$ cat src/rtl/ads_spi_seq_ctrl.sv
// SPI master sequencer for ADS868x-style multichannel SAR ADCs (single-shot and round-robin continuous).
// Latency: a result appears one frame after its command; data_valid pulses in the first csn-high cycle.
// Backpressure: none; data_valid is a one-cycle strobe, start is ignored while busy.
//
// Ports:
//   clk, rst            system clock, asynchronous active-high reset
//   start/mode          begin operation (sampled in IDLE only); 0 = single-shot, 1 = continuous
//   ch_sel/ch_mask      single-shot channel / continuous enable mask, both latched at start
//   run                 continuous keep-going level, sampled at the end of every inter-frame gap
//   busy                high from start acceptance until the final frame's gap completes
//   data_o/ch_o         captured result and its channel tag, valid while data_valid is high
//   err                 one-cycle strobe when a continuous start has an empty mask
//   csn/sclk/sdi/sdo    ADC SPI pins (sclk idles low, sdo sampled on sclk rising)
module ads_spi_seq_ctrl #(
    parameter int          NUM_CH     = 4,
    parameter int          DATA_WIDTH = 16,
    parameter int          FRAME_BITS = 32,
    parameter int          SCLK_DIV   = 2,
    parameter int          CS_GAP     = 4,
    parameter logic [15:0] CMD_BASE   = 16'hC000,
    parameter int          CH_SHIFT   = 10
) (
    input  logic                      clk,
    input  logic                      rst,
    input  logic                      start,
    input  logic                      mode,
    input  logic [$clog2(NUM_CH)-1:0] ch_sel,
    input  logic [NUM_CH-1:0]         ch_mask,
    input  logic                      run,
    output logic                      busy,
    output logic [DATA_WIDTH-1:0]     data_o,
    output logic [$clog2(NUM_CH)-1:0] ch_o,
    output logic                      data_valid,
    output logic                      err,
    output logic                      csn,
    output logic                      sclk,
    output logic                      sdi,
    input  logic                      sdo
);

    localparam int CH_W    = $clog2(NUM_CH);
    localparam int CNT_MAX = (SCLK_DIV > CS_GAP) ? SCLK_DIV : CS_GAP;
    localparam int CNT_W   = $clog2(CNT_MAX + 1);
    localparam int BIT_W   = $clog2(FRAME_BITS + 1);

    typedef enum logic [2:0] {IDLE, SETUP, SHIFT, HOLD, GAP} state_t;

    state_t                  state_q, state_d;
    logic [CNT_W-1:0]        cyc_q, cyc_d;
    logic [BIT_W-1:0]        bit_q, bit_d;
    logic                    half_q, half_d;        // 0 = sclk low half, 1 = high half
    logic [FRAME_BITS-1:0]   tx_q, tx_d;
    logic [DATA_WIDTH-1:0]   rx_q, rx_d;
    logic                    mode_q, mode_d;
    logic [NUM_CH-1:0]       mask_q, mask_d;
    logic [CH_W-1:0]         cmd_ch_q, cmd_ch_d;    // channel commanded in the current frame
    logic [CH_W-1:0]         res_ch_q, res_ch_d;    // channel whose result the current frame returns
    logic                    has_res_q, has_res_d;
    logic                    last_q, last_d;        // current frame is the final one of the operation
    logic                    busy_q, busy_d;
    logic                    data_valid_q, data_valid_d;
    logic                    err_q, err_d;
    logic [DATA_WIDTH-1:0]   data_o_q, data_o_d;
    logic [CH_W-1:0]         ch_o_q, ch_o_d;
    logic                    csn_q, csn_d;
    logic                    sclk_q, sclk_d;
    logic                    sdi_q, sdi_d;
    logic                    half_done;

    function automatic logic [CH_W-1:0] first_ch(input logic [NUM_CH-1:0] m);
        logic [CH_W-1:0] f;
        f = '0;
        for (int i = NUM_CH - 1; i >= 0; i--) begin
            if (m[i]) f = CH_W'(i);
        end
        return f;
    endfunction

    // Next enabled channel above cur, wrapping to the lowest enabled one.
    function automatic logic [CH_W-1:0] next_ch(input logic [NUM_CH-1:0] m, input logic [CH_W-1:0] cur);
        logic [CH_W-1:0] n;
        logic            found;
        n     = first_ch(m);
        found = 1'b0;
        for (int i = 0; i < NUM_CH; i++) begin
            if (!found && m[i] && (i > int'(cur))) begin
                n     = CH_W'(i);
                found = 1'b1;
            end
        end
        return n;
    endfunction

    function automatic logic [FRAME_BITS-1:0] cmd_word(input logic [CH_W-1:0] ch);
        logic [15:0] c;
        c = CMD_BASE | (16'(ch) << CH_SHIFT);
        return FRAME_BITS'(c) << (FRAME_BITS - 16);
    endfunction

    always_comb begin
        state_d      = state_q;
        cyc_d        = cyc_q;
        bit_d        = bit_q;
        half_d       = half_q;
        tx_d         = tx_q;
        rx_d         = rx_q;
        mode_d       = mode_q;
        mask_d       = mask_q;
        cmd_ch_d     = cmd_ch_q;
        res_ch_d     = res_ch_q;
        has_res_d    = has_res_q;
        last_d       = last_q;
        busy_d       = busy_q;
        data_valid_d = 1'b0;
        err_d        = 1'b0;
        data_o_d     = data_o_q;
        ch_o_d       = ch_o_q;
        half_done    = (cyc_q == CNT_W'(SCLK_DIV - 1));

        unique case (state_q)
            IDLE: begin
                if (start) begin
                    if (mode && (ch_mask == '0)) begin
                        err_d = 1'b1;
                    end else begin
                        mode_d    = mode;
                        mask_d    = ch_mask;
                        cmd_ch_d  = mode ? first_ch(ch_mask) : ch_sel;
                        tx_d      = cmd_word(cmd_ch_d);
                        has_res_d = 1'b0;
                        last_d    = 1'b0;
                        busy_d    = 1'b1;
                        cyc_d     = '0;
                        state_d   = SETUP;
                    end
                end
            end
            SETUP: begin
                cyc_d = cyc_q + CNT_W'(1);
                if (half_done) begin
                    cyc_d   = '0;
                    half_d  = 1'b0;
                    bit_d   = '0;
                    state_d = SHIFT;
                end
            end
            SHIFT: begin
                cyc_d = cyc_q + CNT_W'(1);
                if (half_done) begin
                    cyc_d = '0;
                    if (!half_q) begin
                        // End of low half: sclk rises next, so sample sdo now.
                        half_d = 1'b1;
                        if (bit_q < BIT_W'(DATA_WIDTH)) rx_d = {rx_q[DATA_WIDTH-2:0], sdo};
                    end else if (bit_q == BIT_W'(FRAME_BITS - 1)) begin
                        half_d  = 1'b0;
                        state_d = HOLD;
                    end else begin
                        // sdi advances only as a new low half begins.
                        half_d = 1'b0;
                        bit_d  = bit_q + BIT_W'(1);
                        tx_d   = tx_q << 1;
                    end
                end
            end
            HOLD: begin
                cyc_d = cyc_q + CNT_W'(1);
                if (half_done) begin
                    cyc_d   = '0;
                    state_d = GAP;
                    if (has_res_q) begin
                        data_valid_d = 1'b1;
                        data_o_d     = rx_q;
                        ch_o_d       = res_ch_q;
                    end
                end
            end
            GAP: begin
                cyc_d = cyc_q + CNT_W'(1);
                if (cyc_q == CNT_W'(CS_GAP - 1)) begin
                    cyc_d = '0;
                    if (last_q) begin
                        state_d = IDLE;
                        busy_d  = 1'b0;
                    end else begin
                        state_d   = SETUP;
                        has_res_d = 1'b1;
                        res_ch_d  = cmd_ch_q;
                        if (mode_q && run) begin
                            cmd_ch_d = next_ch(mask_q, cmd_ch_q);
                            tx_d     = cmd_word(cmd_ch_d);
                        end else begin
                            // NO_OP frame flushes out the last pending result.
                            last_d = 1'b1;
                            tx_d   = '0;
                        end
                    end
                end
            end
            default: state_d = IDLE;
        endcase

        // Pins are registered from the next-state view so they come straight off flops.
        csn_d  = !((state_d == SETUP) || (state_d == SHIFT) || (state_d == HOLD));
        sclk_d = (state_d == SHIFT) && half_d;
        sdi_d  = ((state_d == SETUP) || (state_d == SHIFT)) ? tx_d[FRAME_BITS-1] : 1'b0;
    end

    always_ff @(posedge clk or posedge rst) begin
        if (rst) begin
            state_q      <= IDLE;
            cyc_q        <= '0;
            bit_q        <= '0;
            half_q       <= 1'b0;
            tx_q         <= '0;
            rx_q         <= '0;
            mode_q       <= 1'b0;
            mask_q       <= '0;
            cmd_ch_q     <= '0;
            res_ch_q     <= '0;
            has_res_q    <= 1'b0;
            last_q       <= 1'b0;
            busy_q       <= 1'b0;
            data_valid_q <= 1'b0;
            err_q        <= 1'b0;
            data_o_q     <= '0;
            ch_o_q       <= '0;
            csn_q        <= 1'b1;
            sclk_q       <= 1'b0;
            sdi_q        <= 1'b0;
        end else begin
            state_q      <= state_d;
            cyc_q        <= cyc_d;
            bit_q        <= bit_d;
            half_q       <= half_d;
            tx_q         <= tx_d;
            rx_q         <= rx_d;
            mode_q       <= mode_d;
            mask_q       <= mask_d;
            cmd_ch_q     <= cmd_ch_d;
            res_ch_q     <= res_ch_d;
            has_res_q    <= has_res_d;
            last_q       <= last_d;
            busy_q       <= busy_d;
            data_valid_q <= data_valid_d;
            err_q        <= err_d;
            data_o_q     <= data_o_d;
            ch_o_q       <= ch_o_d;
            csn_q        <= csn_d;
            sclk_q       <= sclk_d;
            sdi_q        <= sdi_d;
        end
    end

    assign busy       = busy_q;
    assign data_o     = data_o_q;
    assign ch_o       = ch_o_q;
    assign data_valid = data_valid_q;
    assign err        = err_q;
    assign csn        = csn_q;
    assign sclk       = sclk_q;
    assign sdi        = sdi_q;

endmodule

$ cat config.mk
export PLATFORM = sky130hd
export DESIGN_NAME = ads_spi_seq_ctrl
export DESIGN_NICKNAME = d
export VERILOG_FILES = /design/src/rtl/ads_spi_seq_ctrl.sv
export SDC_FILE = /design/constraint.sdc
export NUM_CORES = 1
export LEC_CHECK = 0
export CORE_MARGIN = 2
export CORE_UTILIZATION = 55
export CTS_BUF_LIST = sky130_fd_sc_hd__clkbuf_8
export DETAILED_ROUTE_END_ITERATION = 12
export MAX_ROUTING_LAYER = met4
export PLACE_DENSITY = 0.77
export SYNTH_ARGS = -nofsm -noshare
export SYNTH_HDL_FRONTEND = slang
export SYNTH_SLANG_ARGS = --single-unit
$ cat constraint.sdc
create_clock -name clk -period 3.3 [get_ports clk]
set_input_delay 0.33 -clock clk [delete_from_list [all_inputs] [get_ports clk]]
set_output_delay 0.33 -clock clk [all_outputs]
set_load 0.02 [all_outputs]
; Yosys cells after proc, flatten, opt, wreduce, memory -nomap -nowiden
; Index checks and enable logic that the tools add are counted.
[totals]
ff_bits = 96
output_inout_bits = 24
[classes]
n_eq_ne = 20
order_cmp = 4
bitwise_logic = 3
reduce_logical = 31
addsub = 2
mux = 82
[op_table]
columns = operator, n
row1 = 2-to-1 mux 32 bit, 8
row2 = one-hot mux 32 bit (3 select lines), 1
row3 = 2-to-1 mux 3 bit, 12
row4 = 2-to-1 mux 2 bit, 17
row5 = 2-to-1 mux 1 bit, 32
row6 = 2-to-1 mux 6 bit, 4
row7 = inequality test 2 bit (second input constant), 10
row8 = equality test 3 x 2 -> 1 bit (second input constant), 5
row9 = one-hot mux 3 bit (5 select lines), 1
row10 = AND reduction 5 bit, 3
row11 = one-hot mux 6 bit (2 select lines), 1
row12 = AND reduction 3 bit, 4
row13 = equality test 3 x 1 -> 1 bit (second input constant), 3
row14 = one-hot mux 3 bit (3 select lines), 1
row15 = logical AND 1 bit, 8
row16 = one-hot mux 1 bit (2 select lines), 4
row17 = AND reduction 4 bit, 2
row18 = AND reduction 8 bit, 1
row19 = adder 6 x 1 -> 6 bit (second input constant), 1
row20 = equality test 6 x 5 -> 1 bit (second input constant), 1
row21 = less-than comparator 6 x 5 -> 1 bit (second input constant), 1
row22 = AND reduction 6 bit, 1
row23 = nonzero test 3 bit, 2
row24 = greater-than comparator 2 bit (first input constant), 2
row25 = 11 further kinds, 17

; Depth between registers and ports, before layout
; Gate-level depths: netlist of run 1.
[logic_depth]
depth_word = 24
ltp_mapped = 9

; Worst setup path before layout of run 1
; Ideal clock, no wire load.
[synth_timing]
path_type = flip-flop to flip-flop
start = register state_q[0]
end = register cmd_ch_q[1]
arrival_ns = 1.811
stages_incl_launch_ff = 8
setup_time_ns = 0.127
t_required_ns = 3.173
setup_slack_ns = 1.362
cell_sequence = dfrtp_1 buf_6 or3b_1 buf_2 nor3b_4 a31oi_2 inv_1 mux2_1
[synth_between]
elab_chain_len = 3
elab_cells_between_ends = 10
classes_between = eq/ne (6) / mux (1) / reduce/logical (3)
[synth_lines]
columns = item, line_no
row1 = "start, declared", 48  ; state_t state_q, state_d;
row2 = "start signal, assigned", 232  ; state_q <= state_d;
row3 = equality test 3 bit / zero test 3 bit (equally long branches), 120  ; unique case (state_q)
row4 = inequality test 2 bit (no line) / nonzero test 2 bit (equally long branches), -
row5 = AND reduction 6 bit (no line), -
row6 = "end signal, assigned", 240  ; cmd_ch_q <= cmd_ch_d;
row7 = "end, declared", 56  ; logic [CH_W-1:0] cmd_ch_q, cmd_ch_d;
; Several ways; a longest one is shown, not always the timed one.
; A chain may end at the register's enable or synchronous reset.

; Final worst setup path of run 1
; Ends and elaborated chain as after synthesis.

==> out/results.tsv, run 1 <==
stage	metric	value	unit
clocking	clock insertion delay at the later pin of the skew report	360	ps
clocking	Hold Buf Count CTS	0	
timing	RSZ-0062 raised after global routing	no	
grt	met2 Usage GRT	0.2923	
timing	clk_skew	6.859	ps
critical_path	Crit. End Element	flop	
floorplan	Die Wd	89.72	um
critical_path	CP peak stage delay	640	ps
drt	routed len/inst	15.29	um
layout	most frequent cells in the layout	94 x dfrtp_1, 41 x mux2_2, 35 x clkdlybuf4s50_1, 27 x a22o_1, 19 x nor2_1	
floorplan	IO Pins	36	
floorplan	Initial Util	0.5632	
timing	Tmin final	2377	ps
clocking	Setup Buffers After CTS	0	
logic_synthesis	Synth Net Count	331	
timing	Max-slew headroom	0.5357	
logic_synthesis	post-synthesis sequential area ratio	0.5885	
floorplan	die height	89.72	um
power_and_ir_drop	VDD IR max	404.9	uV
critical_path	CP Cell Sequence	or4b_1 -> a21oi_2 -> a31oi_2 -> inv_1 -> mux2_1	
place	RD Place Congestion	0.8245	
place	Detailed Place HPWL	4629	um
clocking	Max Root-Sink Buffers	2	
critical_path	critical setup path kind	flop to flop	
layout	most common cell after layout, fill and taps aside	dfrtp_1	
grt	GR Util met1	0.2461	
outcome	status	finished, final reports clean	
critical_path	CP max FO	17	
timing	Final Hold Viols	0	
drt	drt drc	0	
drt	Vias	2522	
power_and_ir_drop	Leak	0.002230	uW
layout	Cell Count, Final, Fillers Out	450	
logic_synthesis	EDFF count, synth	0	
layout	Layout Area Growth over Synthesis	16.04	%
worst_hold_path	type of the worst min-delay path	input port to asynchronous set/reset pin	
clocking	CTS sink cnt	95	
layout	post-route cell area	4690	um^2
grt	total global routing overflow	0	
place	Inst Count DP	434	
layout	Nets	365	
floorplan	die area	8050	um^2
clocking	Post-CTS Resized	0	
layout	layout cells sized above 1	0.2051	
timing	Final Cycle Share	0.7203	
timing	Slew @ Worst Pin	695.6	ps
grt	busiest grt layer	met2	
clocking	CTS tree	done	
critical_path	Critical Path RT	3550	ps
clocking	Num CTS Buffers	9	
drt	drt pass-1 iters	4	
grt	GR Util All Layers	0.1889	
logic_synthesis	asr flop ratio synth	1.000	
drt	Antenna Violating Nets Remaining	0	
drt	DR vias/cell	5.604	
clocking	CTS root buffer	clkbuf_8	
place	placed cell area	4471	um^2
logic_synthesis	Syn Area/Cell	12.95	um^2
power_and_ir_drop	PD cells	709.7	nW/um^2
grt	pin count of the biggest net entering global routing	55	
logic_synthesis	Synth Warn #	0	
layout	fill cell count	550	
logic_synthesis	synth unique cells	53	
floorplan	core area	7176	um^2
timing	Pins Over Slew Limit	0	
logic_synthesis	post-synthesis cell area	4041	um^2
grt	GR Util met3	0.05616	
clocking	clk slew on worst S/H paths	90	ps
job	Max-cap violations	0	
grt	vias in the first global route	2485	
grt	initial antenna violation count	0	
critical_path	Worst EP arrival	2630	ps
logic_synthesis	post-synthesis cell count	312	
drt	WL final	6882	um
grt	first-pass GRT wire length	11790	um
layout	number of diodes	0	
timing	total negative slack	0	ps
logic_synthesis	Yosys reg bits	95	
timing	Final setup violation count	0	
timing	Max Freq	420.7	MHz
critical_path	slowest cell on the critical path	or4b_1	
floorplan	Rows	31	
logic_synthesis	ys flop type	dfrtp_1	
critical_path	startpoint type of the worst setup path	flop	
drt	initial DRC count	105	
place	PortBufs	35	
clocking	H-tree depth	3	
flip-flops by register name, summed over array words and instances (netlist names):
signal and flops:
tx_q 31, data_o 16, rx_q 16, bit_q 6, mask_q 4, cyc_q 3, state_q 3, ch_o 2
cmd_ch_q 2, res_ch_q 2, busy 1, csn 1, data_valid 1, err 1, half_q 1, has_res_q 1
last_q 1, mode_q 1, sclk 1, sdi 1
metal layers:
layer,routed length (um),vias up
li1,-,1197
met5,0,-
met3,253,12
met2,3326,38
met4,74,0
met1,3226,1275
worst max-delay path: cells and delay by family, from the launching register on:
family | cells | cell delay [ps]
AO/OA/AOI/OAI | 2 | 600
buffers and inverters | 1 | 130
flip-flops | 1 | 570
multiplexers | 1 | 320
AND/OR/NAND/NOR | 1 | 640
layout make-up:
| type | instances | area, um^2 | share of cell area |
|---|---|---|---|
| flip-flops and latches | 95 | 2379 | 0.5072 |
| multi-input cells | 184 | 1514 | 0.3228 |
| repair buffers | 38 | 385.4 | 0.08218 |
| clock buffers | 9 | 123.9 | 0.02641 |
| well taps | 99 | 123.9 | 0.02641 |
| clock inverters | 7 | 95.09 | 0.02028 |
| inverters | 18 | 68.82 | 0.01467 |
stage by stage:
stage          total power (uW)  setup WS [ps]  hold WS (ps)  utilization
2_1_floorplan              2282          494.6         446.8            -
3_3_place_gp               2465          845.1         471.4       0.6230
3_5_place_dp               2504          807.6         477.3       0.6230
4_1_cts                    3345          935.3         389.6       0.6535
5_1_grt                    3531          767.2         417.3       0.6535
6_report                   3328          923.1         366.2       0.6535
power by group:
group	switching (uW)	total, uW	internal [uW]
Clock	409	838	429
Sequential	207	1550	1350
Combinational	533	935	402
Total	1150	3330	2180
cell usage after synthesis, types with 3 or more instances:
cell type / instances / area [um^2]
clkbuf_1: 3 / 11.26
inv_1: 18 / 67.56
a21oi_1: 11 / 55.05
nor2_1: 19 / 71.32
ha_1: 7 / 87.58
nand2b_1: 3 / 18.77
mux2_2: 41 / 461.7
a211oi_1: 3 / 22.52
nand3_1: 5 / 25.02
nor3b_1: 3 / 22.52
o21ai_0: 10 / 50.05
a22o_1: 27 / 236.5
a221o_1: 4 / 40.04
buf_2: 8 / 40.04
nand2_1: 7 / 26.28
dfrtp_1: 94 / 2352
xnor2_1: 6 / 52.55
cells by family (layout without fill, tap and decap cells):
kind of cell / count (synthesis) / count (layout) / share of synthesized area
xor+xnor: 6 / 6 / 0.01300
simple gates: 56 / 56 / 0.08050
mux: 43 / 43 / 0.1195
flops: 95 / 95 / 0.5885
compound gates: 72 / 72 / 0.1399
fa+ha+maj: 7 / 7 / 0.02167
buf+inv: 33 / 72 / 0.03684
path summary, 6_finish.rpt:
check | cells past startpoint | start | slack, ps | endpoint
worst max-delay path | 5 | state_q[0] | 920 | cmd_ch_q[1]
worst min-delay path | 2 | rst | 370 | data_o[5]
worst max register to register | 5 | state_q[0] | 920 | cmd_ch_q[1]
worst min register to register | 1 | tx_q[1] | 500 | tx_q[1]
max in group asynchronous | 3 | rst | 2240 | tx_q[5]
min in group clk | 1 | tx_q[1] | 500 | tx_q[1]
(Power assumes the default switching activity.)
==> run 2: changes to the inputs <==
- clock period: 3.3 -> 2.45 ns (I/O delays scaled with it)
==> run 2 against run 1 <==
Critical path depth unchanged; first-iteration DRC count is 39% higher; combinational power rose by 43%; non-clock buffer count increased by 5; critical path type unchanged; via count grew 1.1%; flip-flop and latch count unchanged; sequential power grew 34%; utilization is 0.42 points higher.
==> out/results.tsv, run 2 (synthesis results as in run 1) <==
stage	metric	value	unit	change
critical_path	Worst EP arrival	2360	ps	-270 ps
clocking	H-tree depth	3		unchanged
drt	Vias	2550		+1.1%
timing	Tmin final	2108	ps	-269.0 ps
place	PortBufs	35		unchanged
drt	routed len/inst	15.09	um	-1.3%
clocking	CTS root buffer	clkbuf_8		
grt	total global routing overflow	0		unchanged
critical_path	CP peak stage delay	600	ps	-40 ps
critical_path	flop-to-flop setup slack	340	ps	-580 ps
critical_path	Crit. End Element	flop		
timing	WHS	279.0	ps	-87.20 ps
place	Detailed Place HPWL	4692	um	+1.4%
drt	drt drc	0		unchanged
grt	first-pass GRT wire length	12100	um	+2.6%
power_and_ir_drop	Leak	0.002244	uW	+0.63%
critical_path	RR Endpoint	cmd_ch_q[1]		
drt	WL final	6865	um	-0.25%
layout	most flop-heavy register	tx_q		
clocking	Max Root-Sink Buffers	2		unchanged
clocking	Post-CTS Resized	0		unchanged
outcome	status	finished, final reports clean		
clocking	Setup Buffers After CTS	0		unchanged
power_and_ir_drop	PD cells	935.0	nW/um^2	+32%
layout	multi-input logic area	1514	um^2	unchanged
clocking	CTS tree	done		
power_and_ir_drop	VDD IR max	512.4	uV	+27%
layout	number of diodes	0		unchanged
floorplan	core area	7176	um^2	unchanged
layout	most frequent cells in the layout	94 x dfrtp_1, 41 x mux2_2, 35 x clkdlybuf4s50_1, 27 x a22o_1, 19 x nor2_1		
timing	clk_skew	10.31	ps	+3.448 ps
grt	initial antenna violation count	0		unchanged
clocking	clock insertion delay at the later pin of the skew report	360	ps	about the same
job	Max-cap violations	0		unchanged
drt	Antenna Violating Nets Remaining	0		unchanged
timing	Final Cycle Share	0.8604		+0.1401
timing	total negative slack	0	ps	unchanged
clocking	Num CTS Buffers	9		unchanged
layout	Layout Area Growth over Synthesis	16.78	%	
clocking	CTS sink cnt	95		unchanged
layout	most common cell after layout, fill and taps aside	dfrtp_1		
critical_path	crit path from	state_q[2]		
critical_path	slowest cell on the critical path	dfrtp_1		
layout	fill cell count	546		-0.73%
timing	Max Freq	474.4	MHz	+13%
floorplan	Die Wd	89.72	um	unchanged
grt	vias in the first global route	2519		+1.4%
place	RD Place Congestion	0.8315		+0.85%
drt	DR vias/cell	5.604		about the same
layout	Nets	370		+1.4%
timing	Max-slew headroom	0.5694		+0.03372
drt	initial DRC count	146		+39%
floorplan	Initial Util	0.5632		unchanged
drt	drt pass-1 iters	4		unchanged
critical_path	CP Cell Sequence	or3b_1 -> nor3b_4 -> a31oi_2 -> inv_1 -> mux2_1		
critical_path	FF-to-FF path depth	5		unchanged
clocking	clk slew on worst S/H paths	110	ps	+20 ps
timing	Pins Over Slew Limit	0		unchanged
floorplan	Rows	31		unchanged
critical_path	Critical Path RT	2700	ps	-850 ps
timing	Final Hold Viols	0		unchanged
critical_path	CP max FO	14		-3
critical_path	reg-to-reg startpoint	state_q[2]		
critical_path	CP bufs+invs	1		unchanged
grt	pin count of the biggest net entering global routing	54		-1.8%
grt	GR Util All Layers	0.1903		+0.001369
floorplan	IO Pins	36		unchanged
timing	Slew @ Worst Pin	644.3	ps	-51.30 ps
timing	RSZ-0062 raised after global routing	no		
critical_path	critical setup path kind	flop to flop		
clocking	Hold Buf Count CTS	0		unchanged
timing	Final setup violation count	0		unchanged
floorplan	die height	89.72	um	unchanged
layout	register area	2379	um^2	unchanged
floorplan	die area	8050	um^2	unchanged
worst_hold_path	type of the worst min-delay path	input port to asynchronous set/reset pin		
critical_path	startpoint type of the worst setup path	flop		
layout	max reg flops	31		unchanged
layout	layout cells sized above 1	0.2163		+0.01116
critical_path	CP delay by family, top	simple AND/OR/NAND/NOR gates		
## run 2: worst max-delay path by stage
stage                        to  slack, ps  cells past startpoint
finish              cmd_ch_q[1]        340                      5
global route           rx_q[12]        160                      3
CTS                  data_o[12]        280                      6
detailed placement     tx_q[27]        160                      7
global placement        tx_q[8]        270                      7
floorplan           cmd_ch_q[1]        510                      7
## run 2: area by class of cell
class,instances,share of cell area
Timing Repair Buffer,43,0.09226
Tap cell,99,0.02625
Clock buffer,9,0.02625
Sequential cell,95,0.5040
Inverter,18,0.01511
Clock inverter,7,0.01538
Multi-Input combinational cell,184,0.3208
## run 2: layer usage
layer	up-vias	routed length, um	track usage
met5	-	0	-
met4	0	102	0.08462
met3	11	182	0.03521
met2	35	3217	0.2771
li1	1208	-	-
met1	1296	3363	0.2651
## run 2: stage by stage
step	worst slack (ps)	util	power [uW]	std cells	area [um^2]
2_1_floorplan	511.7	-	3074	312	4045
3_3_place_gp	270.4	0.6303	3391	439	4523
3_5_place_dp	160.4	0.6303	3440	439	4523
4_1_cts	284.7	0.6577	4454	455	4720
5_1_grt	160.0	0.6577	4702	455	4720
6_report	342.1	0.6577	4413	455	4720
## run 2: power by group
part	total, uW	internal, uW	switching, uW
Sequential	2070	1810	260
Combinational	1340	601	738
Clock	999	401	599
Total	4410	2820	1600
==> run 3: changes to the inputs <==
- CORE_MARGIN: 2 -> 4
==> run 3 against run 2 <==
Non-clock buffer count shrank 1; critical endpoint is now sclk; global-route usage shrank 0.70 points; setup slack lost 31 ps; first-iteration DRC count shrank 4.1%; design area shrank 0.24%; register-to-register slack lost 30 ps; total power grew 0.21%; worst hold slack gained 94 ps; largest cell class unchanged; via count shrank 0.16%.
==> out/results.tsv, run 3 (synthesis results as in run 1) <==
stage	metric	value	unit	change
timing	Max Freq	467.5	MHz	-1.5%
layout	fill cell count	537		-1.6%
drt	initial DRC count	140		-4.1%
grt	GR Util All Layers	0.1833		-0.006998
power_and_ir_drop	Leak	0.002239	uW	-0.19%
timing	Tmin final	2139	ps	+31.11 ps
clocking	Setup Buffers After CTS	0		unchanged
grt	total global routing overflow	0		unchanged
layout	Nets	369		-0.27%
floorplan	Initial Util	0.5789		+0.01564
clocking	CTS sink cnt	95		unchanged
floorplan	Die Wd	93.72	um	+4.5%
timing	Setup WS post-layout	311.0	ps	-31.11 ps
layout	Cell Count, Final, Fillers Out	451		-0.88%
timing	Final Cycle Share	0.8731		+0.01270
floorplan	Rows	30		-3.2%
floorplan	die height	93.72	um	+4.5%
clocking	H-tree depth	3		unchanged
layout	number of diodes	0		unchanged
grt	pin count of the biggest net entering global routing	96		+78%
grt	initial antenna violation count	0		unchanged
layout	Layout Area Growth over Synthesis	16.50	%	
layout	layout cells sized above 1	0.2141		-0.002208
critical_path	reg-to-reg startpoint	state_q[0]		
critical_path	flop-to-flop setup slack	310	ps	-30 ps
clocking	CTS tree	done		
timing	Max-slew headroom	0.5645		-0.004894
power_and_ir_drop	VDD IR max	621.5	uV	+21%
layout	most frequent cells in the layout	94 x dfrtp_1, 41 x mux2_2, 35 x clkdlybuf4s50_1, 27 x a22o_1, 19 x nor2_1		
place	Detailed Place HPWL	4770	um	+1.6%
drt	drt pass-1 iters	4		unchanged
place	PortBufs	35		unchanged
clocking	Hold Buf Count CTS	0		unchanged
floorplan	die area	8783	um^2	+9.1%
timing	WHS	372.9	ps	+93.92 ps
drt	DR vias/cell	5.645		+0.73%
timing	Pins Over Slew Limit	0		unchanged
floorplan	core area	6982	um^2	-2.7%
drt	WL met2	3281	um	+2.0%
timing	Slew @ Worst Pin	651.7	ps	+7.324 ps
layout	most flop-heavy register	tx_q		
grt	first-pass GRT wire length	12280	um	+1.5%
critical_path	Critical Path RT	2680	ps	-20 ps
critical_path	critical setup path kind	flop to flop		
clocking	Post-CTS Resized	0		unchanged
grt	vias in the first global route	2567		+1.9%
timing	Final setup violation count	0		unchanged
outcome	status	finished, final reports clean		
drt	WL final	7068	um	+3.0%
drt	Vias	2546		-0.16%
place	RD Place Congestion	0.7791		-6.3%
critical_path	FF-to-FF path depth	5		unchanged
drt	routed len/inst	15.67	um	+3.9%
place	pre-CTS setup slack	187.7	ps	+27.30 ps
drt	wire length on met1	3441	um	+2.3%
timing	Final Hold Viols	0		unchanged
clocking	Max Root-Sink Buffers	2		unchanged
timing	total negative slack	0	ps	unchanged
drt	Antenna Violating Nets Remaining	0		unchanged
place	Inst Count DP	435		-0.91%
critical_path	Crit. End Element	flop		
drt	met3 routed WL	221	um	+21%
drt	DR top layer	met4		
layout	most common cell after layout, fill and taps aside	dfrtp_1		
power_and_ir_drop	PD cells	939.2	nW/um^2	+0.45%
floorplan	IO Pins	36		unchanged
clocking	clock insertion delay at the later pin of the skew report	360	ps	about the same
clocking	CTS root buffer	clkbuf_8		
clocking	Num CTS Buffers	9		unchanged
critical_path	CP max FO	17		+3
layout	max reg flops	31		unchanged
timing	RSZ-0062 raised after global routing	no		
critical_path	RR Endpoint	sclk		
timing	clk_skew	13.56	ps	+3.254 ps
power_and_ir_drop	total power draw	4422	uW	+0.21%
critical_path	Worst EP arrival	2370	ps	about the same
critical_path	startpoint type of the worst setup path	flop		
clocking	clk slew on worst S/H paths	110	ps	about the same
worst_hold_path	type of the worst min-delay path	input port to asynchronous set/reset pin		
drt	drt drc	0		unchanged
job	Max-cap violations	0		unchanged
[run 3: cell types whose count changed in the layout (fill, tap and decap cells not counted), sizes merged]
cell and change:
buf -1
[run 3: metal layers]
metal | vias to the layer above | GRT usage
met5 | - | -
met4 | 0 | 0.07461
met3 | 11 | 0.03045
met2 | 47 | 0.2744
met1 | 1278 | 0.2518
li1 | 1210 | -
[run 3: how the worst max path moves through the flow]
stage | to | start | cells past startpoint
2_1_floorplan | cmd_ch_q[1] | state_q[0] | 7
3_3_place_gp | sclk | ch_mask[1] | 6
3_5_place_dp | tx_q[14] | ch_mask[0] | 7
4_1_cts | sclk | state_q[0] | 5
5_1_grt | sclk | cyc_q[0] | 8
6_report | sclk | state_q[0] | 5
[run 3: final cells by class]
| class | count | area, um^2 | area share |
|---|---|---|---|
| inverters | 18 | 71.32 | 0.01515 |
| multi-input cells | 184 | 1514 | 0.3216 |
| repair buffers | 42 | 427.9 | 0.09088 |
| flip-flops and latches | 95 | 2379 | 0.5052 |
| clock inverters | 7 | 72.57 | 0.01541 |
| well taps | 96 | 120.1 | 0.02551 |
| clock buffers | 9 | 123.9 | 0.02631 |
[run 3: where the power goes]
part	leakage, uW	switching, uW	internal (uW)
Clock	0.0000970	594	400
Sequential	0.00128	273	1810
Combinational	0.000865	742	598
[run 3: metrics by stage]
| stage | util | cell area [um^2] |
|---|---|---|
| after CTS | 0.6744 | 4708 |
| final | 0.6744 | 4708 |
| after global placement | 0.6462 | 4512 |
| after detailed placement | 0.6462 | 4512 |
| after global routing | 0.6744 | 4708 |
| after floorplan | - | 4045 |
[run 3: worst max-delay path, stage by stage, from the launching register on]
cell	delay, ps
dfrtp_1	640
or3b_1	350
nor3b_4	80
buf_4	170
a2111o_2	450
nor4b_1	330
